$ cat config.mk
export PLATFORM = sky130hd
export DESIGN_NAME = cla_pipe_adder_flat
export DESIGN_NICKNAME = d
export VERILOG_FILES = /design/src/rtl/cla_pkg.sv /design/src/rtl/cla_pipe_adder_if.sv /design/src/rtl/cla_group4.sv /design/src/rtl/cla_pipe_adder.sv /design/src/flat_wrapper.sv
export SDC_FILE = /design/constraint.sdc
export NUM_CORES = 1
export LEC_CHECK = 0
export BUFFER_PORTS_ARGS = -buffer_cell sky130_fd_sc_hd__buf_4
export CELL_PAD_IN_SITES_DETAIL_PLACEMENT = 1
export CELL_PAD_IN_SITES_GLOBAL_PLACEMENT = 1
export CORE_MARGIN = 5
export CORE_UTILIZATION = 47
export CTS_CLUSTER_SIZE = 20
export DETAILED_ROUTE_END_ITERATION = 10
export PLACE_DENSITY_LB_ADDON = 0.1
export SLEW_MARGIN = 20
export SYNTH_ARGS = -nofsm -noshare
export SYNTH_HDL_FRONTEND = slang
export SYNTH_SLANG_ARGS = --single-unit
$ cat constraint.sdc
create_clock -name clk -period 5.2 [get_ports clk]
set_clock_uncertainty 0.1 [all_clocks]
set_input_delay 1.56 -clock clk [delete_from_list [all_inputs] [get_ports clk]]
set_output_delay 1.56 -clock clk [all_outputs]
set_load 0.005 [all_outputs]
$ cat src/rtl/cla_pkg.sv
// rtl/cla_pkg.sv - shared lookahead types and carry function for the pipelined CLA adder
package cla_pkg;

    localparam int CLA_GRP_W = 4;

    typedef struct packed {
        logic [CLA_GRP_W-1:0] g;
        logic [CLA_GRP_W-1:0] p;
    } cla_gp_t;

    // Returns carries into bits 1..3 in [2:0] and the group carry-out in [3].
    function automatic logic [CLA_GRP_W-1:0] cla_grp_carry(input cla_gp_t gp, input logic cin);
        logic [CLA_GRP_W-1:0] c;
        c[0] = gp.g[0] | (gp.p[0] & cin);
        c[1] = gp.g[1] | (gp.p[1] & gp.g[0]) | (gp.p[1] & gp.p[0] & cin);
        c[2] = gp.g[2] | (gp.p[2] & gp.g[1]) | (gp.p[2] & gp.p[1] & gp.g[0])
             | (gp.p[2] & gp.p[1] & gp.p[0] & cin);
        c[3] = gp.g[3] | (gp.p[3] & gp.g[2]) | (gp.p[3] & gp.p[2] & gp.g[1])
             | (gp.p[3] & gp.p[2] & gp.p[1] & gp.g[0])
             | (gp.p[3] & gp.p[2] & gp.p[1] & gp.p[0] & cin);
        return c;
    endfunction

endpackage

$ cat src/rtl/cla_pipe_adder_if.sv
// rtl/cla_pipe_adder_if.sv - operand/result stream bundle; in_sat exists only with CLA_PIPE_SAT_EN
interface cla_pipe_adder_if #(parameter int WIDTH = 16);
    logic             in_valid;
    logic             in_ready;
    logic [WIDTH-1:0] in_a;
    logic [WIDTH-1:0] in_b;
    logic             in_cin;
    logic             in_sub;
`ifdef CLA_PIPE_SAT_EN
    logic             in_sat;
`endif
    logic             out_valid;
    logic             out_ready;
    logic [WIDTH-1:0] out_sum;
    logic             out_cout;
    logic             out_ovf;
    logic             out_zero;

    modport master (
        output in_valid, in_a, in_b, in_cin, in_sub,
`ifdef CLA_PIPE_SAT_EN
        output in_sat,
`endif
        output out_ready,
        input  in_ready, out_valid, out_sum, out_cout, out_ovf, out_zero
    );

    modport slave (
        input  in_valid, in_a, in_b, in_cin, in_sub,
`ifdef CLA_PIPE_SAT_EN
        input  in_sat,
`endif
        input  out_ready,
        output in_ready, out_valid, out_sum, out_cout, out_ovf, out_zero
    );
endinterface

$ cat src/rtl/cla_group4.sv
// rtl/cla_group4.sv - combinational 4-bit generate/propagate lookahead group
module cla_group4
    import cla_pkg::*;
(
    input  logic [CLA_GRP_W-1:0] a,
    input  logic [CLA_GRP_W-1:0] b,
    input  logic                 cin,
    output logic [CLA_GRP_W-1:0] s,
    output logic                 cout,
    output logic                 c3
);
    cla_gp_t              gp;
    logic [CLA_GRP_W-1:0] c;

    assign gp.g = a & b;
    assign gp.p = a ^ b;
    assign c    = cla_grp_carry(gp, cin);
    assign s    = gp.p ^ {c[2:0], cin};
    assign cout = c[3];
    assign c3   = c[2];
endmodule

$ cat src/rtl/cla_pipe_adder.sv
// rtl/cla_pipe_adder.sv - pipelined CLA add/sub, one 4-bit group per stage; CLA_PIPE_SAT_EN adds saturation
module cla_pipe_adder
    import cla_pkg::*;
#(
    parameter int WIDTH = 16
) (
    input  logic             clk,
    input  logic             rst_n,
    cla_pipe_adder_if.slave  bus
);
    localparam int NGRP = WIDTH / CLA_GRP_W;

    if ((WIDTH % CLA_GRP_W) != 0 || WIDTH < CLA_GRP_W) begin : g_bad_width
        $error("cla_pipe_adder: WIDTH must be a positive multiple of 4");
    end

    logic             adv;
    logic [WIDTH-1:0] b_eff;
    logic             cin_eff;

    logic [WIDTH-1:0] st_a   [NGRP];
    logic [WIDTH-1:0] st_b   [NGRP];
    logic [WIDTH-1:0] st_sum [NGRP];
    logic             st_c   [NGRP];
    logic             st_v   [NGRP];
    logic [WIDTH-1:0] nxt_a   [NGRP];
    logic [WIDTH-1:0] nxt_b   [NGRP];
    logic [WIDTH-1:0] nxt_sum [NGRP];
    logic             nxt_c   [NGRP];
    logic             nxt_v   [NGRP];
`ifdef CLA_PIPE_SAT_EN
    logic             st_sat  [NGRP];
    logic             nxt_sat [NGRP];
`endif

    logic out_cout_q, out_ovf_q, out_zero_q;
    logic nxt_cout, nxt_ovf, nxt_zero;

    // The whole pipe moves as one; in_ready never looks at in_valid.
    assign adv          = !st_v[NGRP-1] || bus.out_ready;
    assign bus.in_ready = adv;
    assign b_eff        = bus.in_sub ? ~bus.in_b : bus.in_b;
    assign cin_eff      = bus.in_sub | bus.in_cin;

    for (genvar k = 0; k < NGRP; k++) begin : g_stage
        logic [WIDTH-1:0]     p_a, p_b, p_sum, sum_k;
        logic                 p_c, p_v;
        logic [CLA_GRP_W-1:0] s;
        logic                 co, c3;
`ifdef CLA_PIPE_SAT_EN
        logic                 p_sat;
`endif

        if (k == 0) begin : g_src
            assign p_a   = bus.in_a;
            assign p_b   = b_eff;
            assign p_sum = '0;
            assign p_c   = cin_eff;
            assign p_v   = bus.in_valid;
`ifdef CLA_PIPE_SAT_EN
            assign p_sat = bus.in_sat;
`endif
        end else begin : g_src
            assign p_a   = st_a[k-1];
            assign p_b   = st_b[k-1];
            assign p_sum = st_sum[k-1];
            assign p_c   = st_c[k-1];
            assign p_v   = st_v[k-1];
`ifdef CLA_PIPE_SAT_EN
            assign p_sat = st_sat[k-1];
`endif
        end

        cla_group4 u_grp (
            .a    (p_a[k*CLA_GRP_W +: CLA_GRP_W]),
            .b    (p_b[k*CLA_GRP_W +: CLA_GRP_W]),
            .cin  (p_c),
            .s    (s),
            .cout (co),
            .c3   (c3)
        );

        always_comb begin
            sum_k = p_sum;
            sum_k[k*CLA_GRP_W +: CLA_GRP_W] = s;
        end

        assign nxt_a[k] = p_a;
        assign nxt_b[k] = p_b;
        assign nxt_c[k] = co;
        assign nxt_v[k] = p_v;
`ifdef CLA_PIPE_SAT_EN
        assign nxt_sat[k] = p_sat;
`endif

        if (k == NGRP - 1) begin : g_last
            logic             ovf;
            logic [WIDTH-1:0] res;

            assign ovf = c3 ^ co;
`ifdef CLA_PIPE_SAT_EN
            // A wrapped MSB of 1 means the true result overflowed positive.
            always_comb begin
                res = sum_k;
                if (p_sat && ovf) begin
                    res = sum_k[WIDTH-1] ? {1'b0, {(WIDTH-1){1'b1}}} : {1'b1, {(WIDTH-1){1'b0}}};
                end
            end
`else
            assign res = sum_k;
`endif
            assign nxt_sum[k] = res;
            assign nxt_cout   = co;
            assign nxt_ovf    = ovf;
            assign nxt_zero   = (res == '0);
        end else begin : g_mid
            assign nxt_sum[k] = sum_k;
        end
    end

    always_ff @(posedge clk or negedge rst_n) begin
        if (!rst_n) begin
            for (int k = 0; k < NGRP; k++) begin
                st_a[k]   <= '0;
                st_b[k]   <= '0;
                st_sum[k] <= '0;
                st_c[k]   <= 1'b0;
                st_v[k]   <= 1'b0;
`ifdef CLA_PIPE_SAT_EN
                st_sat[k] <= 1'b0;
`endif
            end
            out_cout_q <= 1'b0;
            out_ovf_q  <= 1'b0;
            out_zero_q <= 1'b0;
        end else if (adv) begin
            for (int k = 0; k < NGRP; k++) begin
                st_a[k]   <= nxt_a[k];
                st_b[k]   <= nxt_b[k];
                st_sum[k] <= nxt_sum[k];
                st_c[k]   <= nxt_c[k];
                st_v[k]   <= nxt_v[k];
`ifdef CLA_PIPE_SAT_EN
                st_sat[k] <= nxt_sat[k];
`endif
            end
            out_cout_q <= nxt_cout;
            out_ovf_q  <= nxt_ovf;
            out_zero_q <= nxt_zero;
        end
    end

    assign bus.out_valid = st_v[NGRP-1];
    assign bus.out_sum   = st_sum[NGRP-1];
    assign bus.out_cout  = out_cout_q;
    assign bus.out_ovf   = out_ovf_q;
    assign bus.out_zero  = out_zero_q;
endmodule
$ cat src/flat_wrapper.sv
// flat-port wrapper written by rule: the top's interface ports become plain ports
module cla_pipe_adder_flat import cla_pkg::*;
#(
    parameter int WIDTH = 16
)
  (clk, rst_n, bus_in_valid, bus_in_a, bus_in_b, bus_in_cin, bus_in_sub, bus_out_ready, bus_in_ready, bus_out_valid, bus_out_sum, bus_out_cout, bus_out_ovf, bus_out_zero);
  cla_pipe_adder_if #(.WIDTH(WIDTH)) bus_i ();
  input  logic clk;
  input  logic rst_n;
  input wire logic [$bits(bus_i.in_valid)-1:0] bus_in_valid;
  input wire logic [$bits(bus_i.in_a)-1:0] bus_in_a;
  input wire logic [$bits(bus_i.in_b)-1:0] bus_in_b;
  input wire logic [$bits(bus_i.in_cin)-1:0] bus_in_cin;
  input wire logic [$bits(bus_i.in_sub)-1:0] bus_in_sub;
  input wire logic [$bits(bus_i.out_ready)-1:0] bus_out_ready;
  output wire logic [$bits(bus_i.in_ready)-1:0] bus_in_ready;
  output wire logic [$bits(bus_i.out_valid)-1:0] bus_out_valid;
  output wire logic [$bits(bus_i.out_sum)-1:0] bus_out_sum;
  output wire logic [$bits(bus_i.out_cout)-1:0] bus_out_cout;
  output wire logic [$bits(bus_i.out_ovf)-1:0] bus_out_ovf;
  output wire logic [$bits(bus_i.out_zero)-1:0] bus_out_zero;
  assign bus_i.in_valid = bus_in_valid;
  assign bus_i.in_a = bus_in_a;
  assign bus_i.in_b = bus_in_b;
  assign bus_i.in_cin = bus_in_cin;
  assign bus_i.in_sub = bus_in_sub;
  assign bus_i.out_ready = bus_out_ready;
  assign bus_in_ready = bus_i.in_ready;
  assign bus_out_valid = bus_i.out_valid;
  assign bus_out_sum = bus_i.out_sum;
  assign bus_out_cout = bus_i.out_cout;
  assign bus_out_ovf = bus_i.out_ovf;
  assign bus_out_zero = bus_i.out_zero;
  cla_pipe_adder #(.WIDTH(WIDTH)) u_core (.clk(clk), .rst_n(rst_n), .bus(bus_i));
endmodule
# --- Word-level counts from Yosys, hierarchy flattened ---
# Cells that the tools add are included.
classes:
  muxes: 1
  bitwise_logic: 119
  reduce_logical: 3
ops:
  columns: ["operator", "count"]
  rows:
  - ["1-bit bitwise AND", 64]
  - ["1-bit OR", 41]
  - ["4-bit bitwise XOR", 8]
  - ["4-bit bitwise AND", 4]
  - ["16-bit zero test", 1]
  - ["16-bit two-way mux", 1]
  - ["16-bit NOT", 1]
  - ["1-bit zero test", 1]
  - ["1-bit logical OR", 1]
  - ["1-bit bitwise XOR", 1]
word_totals:
  register_bits: 146
  in_bits: 38
  output_inout_bits: 21
  word_cells: 143

# --- Depth between registers and ports, before layout ---
# Gate-level depths: netlist of run 1.
logic_depth:
  depth_word: 8
  depth_mapped: 9
  mapped_depth_nobuf: 7

# --- Hierarchy ---
# Synthesis of run 1 repeated with hierarchy kept, for this count alone.
unflattened:
  hier_cells: 316
  area_unflattened_um2: 4635.7
modules_own_cells:
  columns: ["mod", "instances", "cells_per_inst", "area_each_um2", "seq_area_each_um2"]
  rows:
  - ["cla_pipe_adder", 1, 248, 4030.1, 2452.4]
  - ["cla_group4 at u_core.g_stage[0].u_grp ...", 3, 18, 155.1, 0.0]
  - ["cla_group4 at u_core.g_stage[3].u_grp", 1, 14, 140.1, 0.0]

# --- Worst setup path after synthesis of run 1 ---
# Ideal clock, no wire load.
synth_path:
  path_kind: "input to output"
  start: "in bus_out_ready"
  end: "out bus_in_ready"
  t_arrival_ps: 2261
  t_required_ps: 3540
  path_slack_ps: 1279
  stages: 5
  path_buffers: 3
  cell_sequence: "nor2b_1 buf_2 inv_1 buf_2 buf_2"
synth_between:
  elab_chain_cells: 1
synth_lines:
  columns: ["element", "line", "text"]
  rows:
  - ["start, declared", "flat_wrapper.sv:15", "input wire logic [$bits(bus_i.out_ready)-1:0] bus_out_ready;"]
  - ["1-bit logical OR", "cla_pipe_adder.sv:40", "assign adv = !st_v[NGRP-1] || bus.out_ready;"]
  - ["end, declared", "flat_wrapper.sv:16", "output wire logic [$bits(bus_i.in_ready)-1:0] bus_in_ready;"]
# No other way between the ends.

# --- Final worst setup path of run 1 ---
# Ends and elaborated chain as after synthesis.

==> results of run 1 <==
[stage by stage]
step                utilization (%)  cell area, µm²  total power [mW]  hold WS (ps)
CTS                            55.3            5040              2.96           375
finish                         55.3            5040              2.90           370
global route                   55.3            5040              3.17           399
global placement               53.0            4820              2.34           341
floorplan                         -            4330              2.02           330
detailed placement             53.0            4820              2.43           353
[layer usage]
layer	global-route usage [%]	vias to the layer above
li1	-	1554
met1	22.4	1501
met2	28.8	52
met3	4.07	8
met4	5.55	0
met5	0	-
[power breakdown]
part           leakage (nW)  switching [mW]  internal (mW)
Clock                0.0982           0.265          0.251
Sequential             1.18           0.207           1.10
Combinational          1.29           0.600          0.482
Total                  2.57            1.07           1.83
[sequential cells by signal, summed over array words and instances (netlist names)]
register / count
u_core.g_stage.p_v: 3
u_core.g_stage.p_sum: 24
u_core.bus.out_sum: 16
u_core.bus.out_valid: 1
u_core.bus.out_zero: 1
u_core.g_stage.p_c: 3
u_core.bus.out_cout: 1
u_core.g_stage.p_a: 24
u_core.g_stage.p_b: 24
u_core.bus.out_ovf: 1
[critical path: stages]
cell and delay, ps:
buf_4 120, nor2b_4 110, inv_2 50, buf_4 130
[path summary, 6_finish.rpt]
kind / endpoint / slack, ps / depth (start not counted) / start
max: bus_in_ready / 1570 / 4 / bus_out_ready
min: u_core.g_stage[3].p_v / 370 / 2 / u_core.g_stage[3].p_v
max reg2reg: u_core.bus.out_sum[15] / 3260 / 4 / u_core.bus.out_valid
min reg2reg: u_core.g_stage[3].p_v / 370 / 2 / u_core.g_stage[3].p_v
max in group asynchronous: u_core.g_stage[3].p_b[12] / 2880 / 2 / rst_n
min in group asynchronous: u_core.bus.out_sum[3] / 1220 / 1 / rst_n
[cells by family after synthesis]
family	count (synthesis)	share of synthesized area (%)
compound gates	51	6.82
xor+xnor	26	5.26
buf+inv	38	3.79
simple gates	229	20.7
fa+ha+maj	20	6.48
mux	1	0.260
flops	98	56.7
[cell usage in the layout, fill, tap and decap left out, types with 2 or more instances in the layout]
cell	Yosys	routed
a21oi_1	15	15
nor2_1	14	14
dfrtp_1	98	98
ha_1	16	16
buf_4	0	61
o21a_1	2	2
clkinvlp_4	0	3
fa_1	4	4
o21ai_0	20	20
nand2b_1	2	2
a21o_1	2	2
xor2_1	8	8
inv_1	15	14
a211oi_1	2	2
clkbuf_8	0	11
xnor2_1	18	18
o31ai_1	2	2
nand2_1	204	204
o21bai_1	2	2
[cell type report]
cell class / count / area share, %
sequential: 98 / 48.7
multi-input combinational: 327 / 34.1
timing repair buffer: 61 / 9.09
clock buffer: 11 / 3.01
tap: 111 / 2.76
clock inverter: 5 / 1.22
inverter: 15 / 1.12
==> summary.md, run 1 <==
| Metric | Value |
|---|---|
| Synth async-reset ratio | 100% |
| CTS tree | done |
| RePlAce Congestion | 0.775 |
| Uppermost layer routed | met4 |
| Antenna violations before repair | 0 |
| Largest net degree at the start of global routing | 101 |
| Syn Nets | 521 |
| H-Tree Depth | 3 |
| Worst Tran Pin Value | 963 ps |
| Top achievable clock speed | 276 MHz |
| WL met3 | 340 µm |
| First-pass GRT wire length | 15.6 mm |
| Post-synth top area share | 56.7% |
| Core outline area | 0.00911 mm² |
| Post-synthesis area per instance | 9.35 µm² |
| WL met2 | 4.40 mm |
| CP arrival | 1970 ps |
| Slew Limit Fails | 0 |
| Post CTS Setup Buffer Count | 0 |
| Fillers | 1,067 |
| Crit end category | output pin |
| Minimum clock period | 3630 ps |
| Setup_tns | 0 ps |
| Metal-1 WL | 4.11 mm |
| Multi-input combinational cell area | 0.00172 mm² |
| Die Y | 106 µm |
| Final Setup Violations | 0 |
| Share of layout cells above drive strength 1 | 16.2% |
| RSZ-0062 raised after global routing | no |
| Total length of routed wires | 8.96 mm |
| Post-DP HPWL | 5.98 mm |
| Cell Pwr Density | 576 mW/mm² |
| Synth Register Bits | 98 |
| Clock transition at the registers of the reported paths | 90 ps |
| Finished Layout Cells | 628 |
| Pre-CTS setup slack | 1570 ps |
| Yosys top cell by area | dfrtp_1 |
| Post-synth top cells | nand2_1, dfrtp_1, o21ai_0 |
| Clk sinks | 98 |
| CP startpoint kind | input port |
| Max cap viols | 0 |
| CTS Buffer Depth | 2 |
| Slew HR | 35.8% |
| Status | finished, final reports clean |
| Most numerous cell in the Yosys netlist | nand2_1 |
| Mapped Area | 0.00433 mm² |
| Worst vdd ir | 0.169 mV |
| Clock Latency Late Sink | 350 ps |
| Residual DRC | 0 |
| DR vias | 3,115 |
| Sequential cell area | 0.00245 mm² |
| Die area | 0.0112 mm² |
| Drt pass-1 iters | 4 |
| GRT Total Usage | 17.3% |
| Synth-to-layout area growth | 16.4% |
| Crit share post-route | 69.8% |
| CTS Hold Bufs | 0 |
| Final worst setup slack | 1570 ps |
| Mapped Cells | 463 |
| Initial core utilization | 47.5% |
| Leak pwr | 2.57 nW |
| Sequential fraction of the synthesis area | 56.7% |
| Vias in the first global route | 3,295 |
| DR WL/cell | 14.3 µm |
| Req. time, crit path | 3540 ps |
| 1st-iter DRT viols | 126 |
| I/O Pins | 59 |
| Hold Violations, Final | 0 |
| Die W | 106 µm |
| CTS Buf Count | 9 |
| Avg Vias per Cell | 4.96 |
| Synth area leaders | dfrtp_1, nand2_1, ha_1 |
| Worst-path maximum fanout | 2 |
| Nets@finish | 570 |
| Cells after DPL | 612 |
| Post-synth top flop | dfrtp_1 |
| Setup CP Type | in -> out |
| Yosys Warn Count | 0 |
| Grt ovf | 0 |
| Site Rows | 35 |
| EDFF count, synth | 0 |
| HP Class | reg -> reg |
| CTS resizes | 0 |
| Post-synth cell types | 36 |
| CTS root buf | clkbuf_8 |
| Number of I/O port buffers | 58 |
| Final antenna-violating net count | 0 |
| ANT cells | 0 |
(Power assumes the default switching activity.)
==> run 2: changes to the inputs <==
CORE_UTILIZATION = 39   (was 47)
clock period = 3.1 ns   (was 5.2 ns; I/O delays follow)
==> run 2 against run 1 <==
Die area is 18% higher; non-clock buffer count is 1 higher; clock power is 65% higher; routed wire length decreased by 1.1%; register-to-register slack worse by 2100 ps; sequential cell count is the same; highest routed layer unchanged; combinational power grew 66%; sequential share of layout area decreased by 0.40 points; power is 66% higher; largest cell class unchanged; hold slack got worse by 18 ps; via count decreased by 1.6%.
==> summary.md, run 2 (synthesized netlist as in run 1, its figures left out) <==
| Metric | Value |
|---|---|
| Crit end category | output pin |
| Synth-to-layout area growth | 17.3% |
| Seq pwr share | 45.2% |
| Largest net degree at the start of global routing | 101 |
| Clock power share | 17.6% |
| Worst Tran Pin Value | 986 ps |
| Slew Limit Fails | 0 |
| Slew HR | 34.3% |
| RePlAce Congestion | 0.701 |
| Nets@finish | 571 |
| Psw | 1.74 mW |
| Worst vdd ir | 0.283 mV |
| Vias in the first global route | 3,264 |
| CTS Buffer Depth | 2 |
| CP startpoint kind | input port |
| HP Class | in -> async |
| Minimum clock period | 2370 ps |
| Status | finished, final reports clean |
| First-pass GRT wire length | 15.8 mm |
| Crit path max-delay family | buffers and inverters |
| Final Setup Violations | 0 |
| Drt pass-1 iters | 3 |
| Initial core utilization | 39.9% |
| Clock Latency Late Sink | 370 ps |
| Post CTS Setup Buffer Count | 0 |
| Antenna violations before repair | 0 |
| Slowest stage delay, CP | 130 ps |
| Grt ovf | 0 |
| Logic pwr share | 37.2% |
| Clk sinks | 98 |
| Core outline area | 0.0108 mm² |
| Die Y | 115 µm |
| Number of I/O port buffers | 58 |
| Worst path cell trace | buf_4 -> nor2b_4 -> inv_2 -> buf_4 |
| CTS resizes | 0 |
| Req. time, crit path | 2070 ps |
| Most frequent cells in the layout | nand2_1, dfrtp_1, buf_4, o21ai_0, xnor2_1 |
| Cell Pwr Density | 949 mW/mm² |
| Final hold slack | 352 ps |
| Avg Vias per Cell | 4.66 |
| GRT Total Usage | 14.9% |
| Slowest CP cell | buf_4 |
| DR vias | 3,065 |
| RSZ-0062 raised after global routing | no |
| Top achievable clock speed | 422 MHz |
| CTS root buf | clkbuf_8 |
| CP arrival | 1340 ps |
| DR WL/cell | 13.5 µm |
| Die W | 115 µm |
| Max cap viols | 0 |
| Hold Violations, Final | 0 |
| Setup CP Type | in -> out |
| Setup_tns | 0 ps |
| Worst-path maximum fanout | 2 |
| Net Sw Frac | 36.2% |
| Most common cell after layout, fill and taps aside | nand2_1 |
| Multi-input combinational cell area | 0.00172 mm² |
| Internal cell power | 3.07 mW |
| CTS tree | done |
| CTS Buf Count | 9 |
| 1st-iter DRT viols | 139 |
| CTS Hold Bufs | 0 |
| I/O Pins | 59 |
| Site Rows | 38 |
| Die area | 0.0133 mm² |
| ANT cells | 0 |
| Leak pwr | 2.58 nW |
| Crit share post-route | 76.4% |
| Sequential cell area | 0.00245 mm² |
| H-Tree Depth | 3 |
| Clock transition at the registers of the reported paths | 90 ps |
| Total length of routed wires | 8.86 mm |
| Share of layout cells above drive strength 1 | 15.8% |
| Final antenna-violating net count | 0 |
| CP most frequent cell | buf_4 |
| Fillers | 1,288 |
| Residual DRC | 0 |
| Post-DP HPWL | 6.06 mm |
| Buf/Inv on CP | 3 |
## run 2: final timing paths
| path | start | end | slack [ps] | cells past startpoint |
|---|---|---|---|---|
| max | bus_out_ready | bus_in_ready | 730 | 4 |
| min | rst_n | u_core.bus.out_sum[5] | 350 | 1 |
| max reg2reg | u_core.bus.out_valid | u_core.g_stage[1].p_sum[1] | 1200 | 6 |
| min reg2reg | u_core.g_stage[3].p_v | u_core.g_stage[3].p_v | 370 | 2 |
| max in group asynchronous | rst_n | u_core.g_stage[1].p_b[10] | 1840 | 2 |
| min in group clk | u_core.g_stage[3].p_v | u_core.g_stage[3].p_v | 370 | 2 |
## run 2: metrics by stage
step	power [mW]	worst slack (ps)	util (%)	cells	area, µm²
final	4.82	731	46.8	658	5080
after global routing	5.30	645	46.8	658	5080
after CTS	4.92	728	46.8	658	5080
after detailed placement	4.06	373	45.0	642	4880
after global placement	3.97	437	45.0	642	4880
after floorplan	3.39	421	-	463	4330
## run 2: metal layers
layer	wire length (µm)	global-route usage [%]	vias to the layer above
li1	-	-	1552
met1	4420	21.2	1453
met2	3890	22.2	49
met3	408	3.74	11
met4	140	5.16	0
met5	0	0	-
## run 2: final cells by class
type,instances,area share (%)
multi-input cells,327,33.9
clock inverters,2,0.690
flip-flops and latches,98,48.3
repair buffers,62,9.41
well taps,140,3.45
inverters,15,1.11
clock buffers,14,3.20
## run 2: power groups by stage
stage | clock network (mW) | registers, mW | logic, mW
global route | 0.946 | 2.26 | 2.10
finish | 0.850 | 2.18 | 1.79
detailed placement | 0 | 2.21 | 1.85
floorplan | 0 | 2.13 | 1.26
global placement | 0 | 2.19 | 1.77
CTS | 0.884 | 2.19 | 1.85
==> run 3: changes to the inputs <==
clock period = 2 ns   (was 3.1 ns; I/O delays follow)
==> run 3 against run 2 <==
Power is 54% higher; setup slack worse by 590 ps; via count is 3.3% higher; final cell count is 1.4% higher; sequential cell count stayed put; die area stayed put; combinational power is 59% higher; register-to-register slack worse by 1000 ps; global-route usage hardly changed; cell area is 1.4% higher; first-iteration DRC count is 24% lower; highest routed layer unchanged.
==> summary.md, run 3 (synthesized netlist as in run 1, its figures left out) <==
| Metric | Value |
|---|---|
| CTS Buffer Depth | 2 |
| Nets@finish | 580 |
| Minimum clock period | 1860 ps |
| Crit share post-route | 93.1% |
| First-pass GRT wire length | 15.9 mm |
| RSZ-0062 raised after global routing | no |
| I/O Pins | 59 |
| Most frequent cells in the layout | nand2_1, dfrtp_1, buf_4, o21ai_0, xnor2_1 |
| Slowest CP cell | dfrtp_1 |
| Grt ovf | 0 |
| Slowest stage delay, CP | 360 ps |
| Core outline area | 0.0108 mm² |
| Leak pwr | 2.62 nW |
| Worst vdd ir | 0.545 mV |
| CP arrival | 1160 ps |
| Top achievable clock speed | 537 MHz |
| Share of layout cells above drive strength 1 | 18.0% |
| Die Y | 115 µm |
| RePlAce Congestion | 0.684 |
| Vias in the first global route | 3,400 |
| Layout Utilization | 47.5% |
| Drt pass-1 iters | 4 |
| CTS resizes | 0 |
| Cells after DPL | 651 |
| Post-DP HPWL | 6.30 mm |
| Number of I/O port buffers | 58 |
| Synth-to-layout area growth | 19.0% |
| Clock Latency Late Sink | 360 ps |
| Slew HR | 69.2% |
| ANT cells | 0 |
| Post CTS Setup Buffer Count | 0 |
| CTS tree | done |
| Initial core utilization | 39.9% |
| Final antenna-violating net count | 0 |
| Avg Vias per Cell | 4.75 |
| CTS Buf Count | 9 |
| Worst-path maximum fanout | 5 |
| Worst Tran Pin Value | 458 ps |
| Setup_tns | 0 ps |
| Finished Layout Cells | 667 |
| Status | finished, final reports clean |
| Final hold slack | 157 ps |
| CTS Hold Bufs | 0 |
| Crit end category | output pin |
| Cell Pwr Density | 1440 mW/mm² |
| DR vias | 3,165 |
| Largest net degree at the start of global routing | 71 |
| Antenna violations before repair | 0 |
| H-Tree Depth | 3 |
| Max cap viols | 0 |
| CP startpoint kind | flop |
| Clk sinks | 98 |
| CTS root buf | clkbuf_8 |
| Die area | 0.0133 mm² |
| Slew Limit Fails | 0 |
| Setup CP Type | reg -> out |
| Die W | 115 µm |
| DR WL/cell | 13.2 µm |
| Req. time, crit path | 1300 ps |
| HP Class | in -> async |
| Worst path cell trace | nor2b_4 -> inv_2 -> buf_4 |
| Final Setup Violations | 0 |
| Total length of routed wires | 8.83 mm |
| Hold Violations, Final | 0 |
| 1st-iter DRT viols | 105 |
| Clock transition at the registers of the reported paths | 90 ps |
| Most common cell after layout, fill and taps aside | nand2_1 |
| Residual DRC | 0 |
| GRT Total Usage | 14.8% |
| Site Rows | 38 |
run 3: worst paths after layout:
path,start,to,slack [ps],cells past startpoint
hold / removal,rst_n,u_core.g_stage[2].p_a[15],160,2
hold reg to reg,u_core.g_stage[3].p_v,u_core.g_stage[3].p_v,360,2
min in group clk,bus_in_a[7],u_core.g_stage[1].p_a[7],330,3
setup reg to reg,u_core.g_stage[3].p_b[13],u_core.bus.out_sum[15],180,6
max in group asynchronous,rst_n,u_core.g_stage[2].p_a[11],1340,2
setup / recovery,u_core.bus.out_valid,bus_in_ready,140,3
run 3: final cells by class:
cell class	instances	area (µm²)
multi-input cells	327	1730
inverters	15	56.3
flip-flops and latches	98	2450
well taps	140	175
clock inverters	6	41.3
fillers	1269	5690
repair buffers	71	558
clock buffers	10	138
run 3: stage by stage:
stage,area [µm²],power (mW),setup slack (ps)
CTS,5140,7.55,102
global placement,4960,6.19,-133
global route,5150,8.15,23.5
detailed placement,4960,6.33,-176
finish,5150,7.41,139
floorplan,4350,5.26,-208
run 3: report_power, final:
| part | switching (mW) | internal, mW |
|---|---|---|
| Clock | 0.698 | 0.487 |
| Combinational | 1.54 | 1.31 |
| Sequential | 0.513 | 2.86 |
| Total | 2.75 | 4.66 |
run 3: routing by layer:
metal / GRT usage (%) / vias to the layer above / part of all wire (%)
met2: 23.7 / 56 / 47
met4: 5.48 / 0 / 1.2
met1: 20.0 / 1521 / 48
met3: 3.05 / 10 / 4.2
met5: 0 / - / 0
li1: - / 1578 / -
run 3: worst max-delay path, delay by kind of cell (launching register included):
| family | cells | cell delay, ps |
|---|---|---|
| simple gates | 1 | 220 |
| buf+inv | 2 | 230 |
| flops | 1 | 360 |
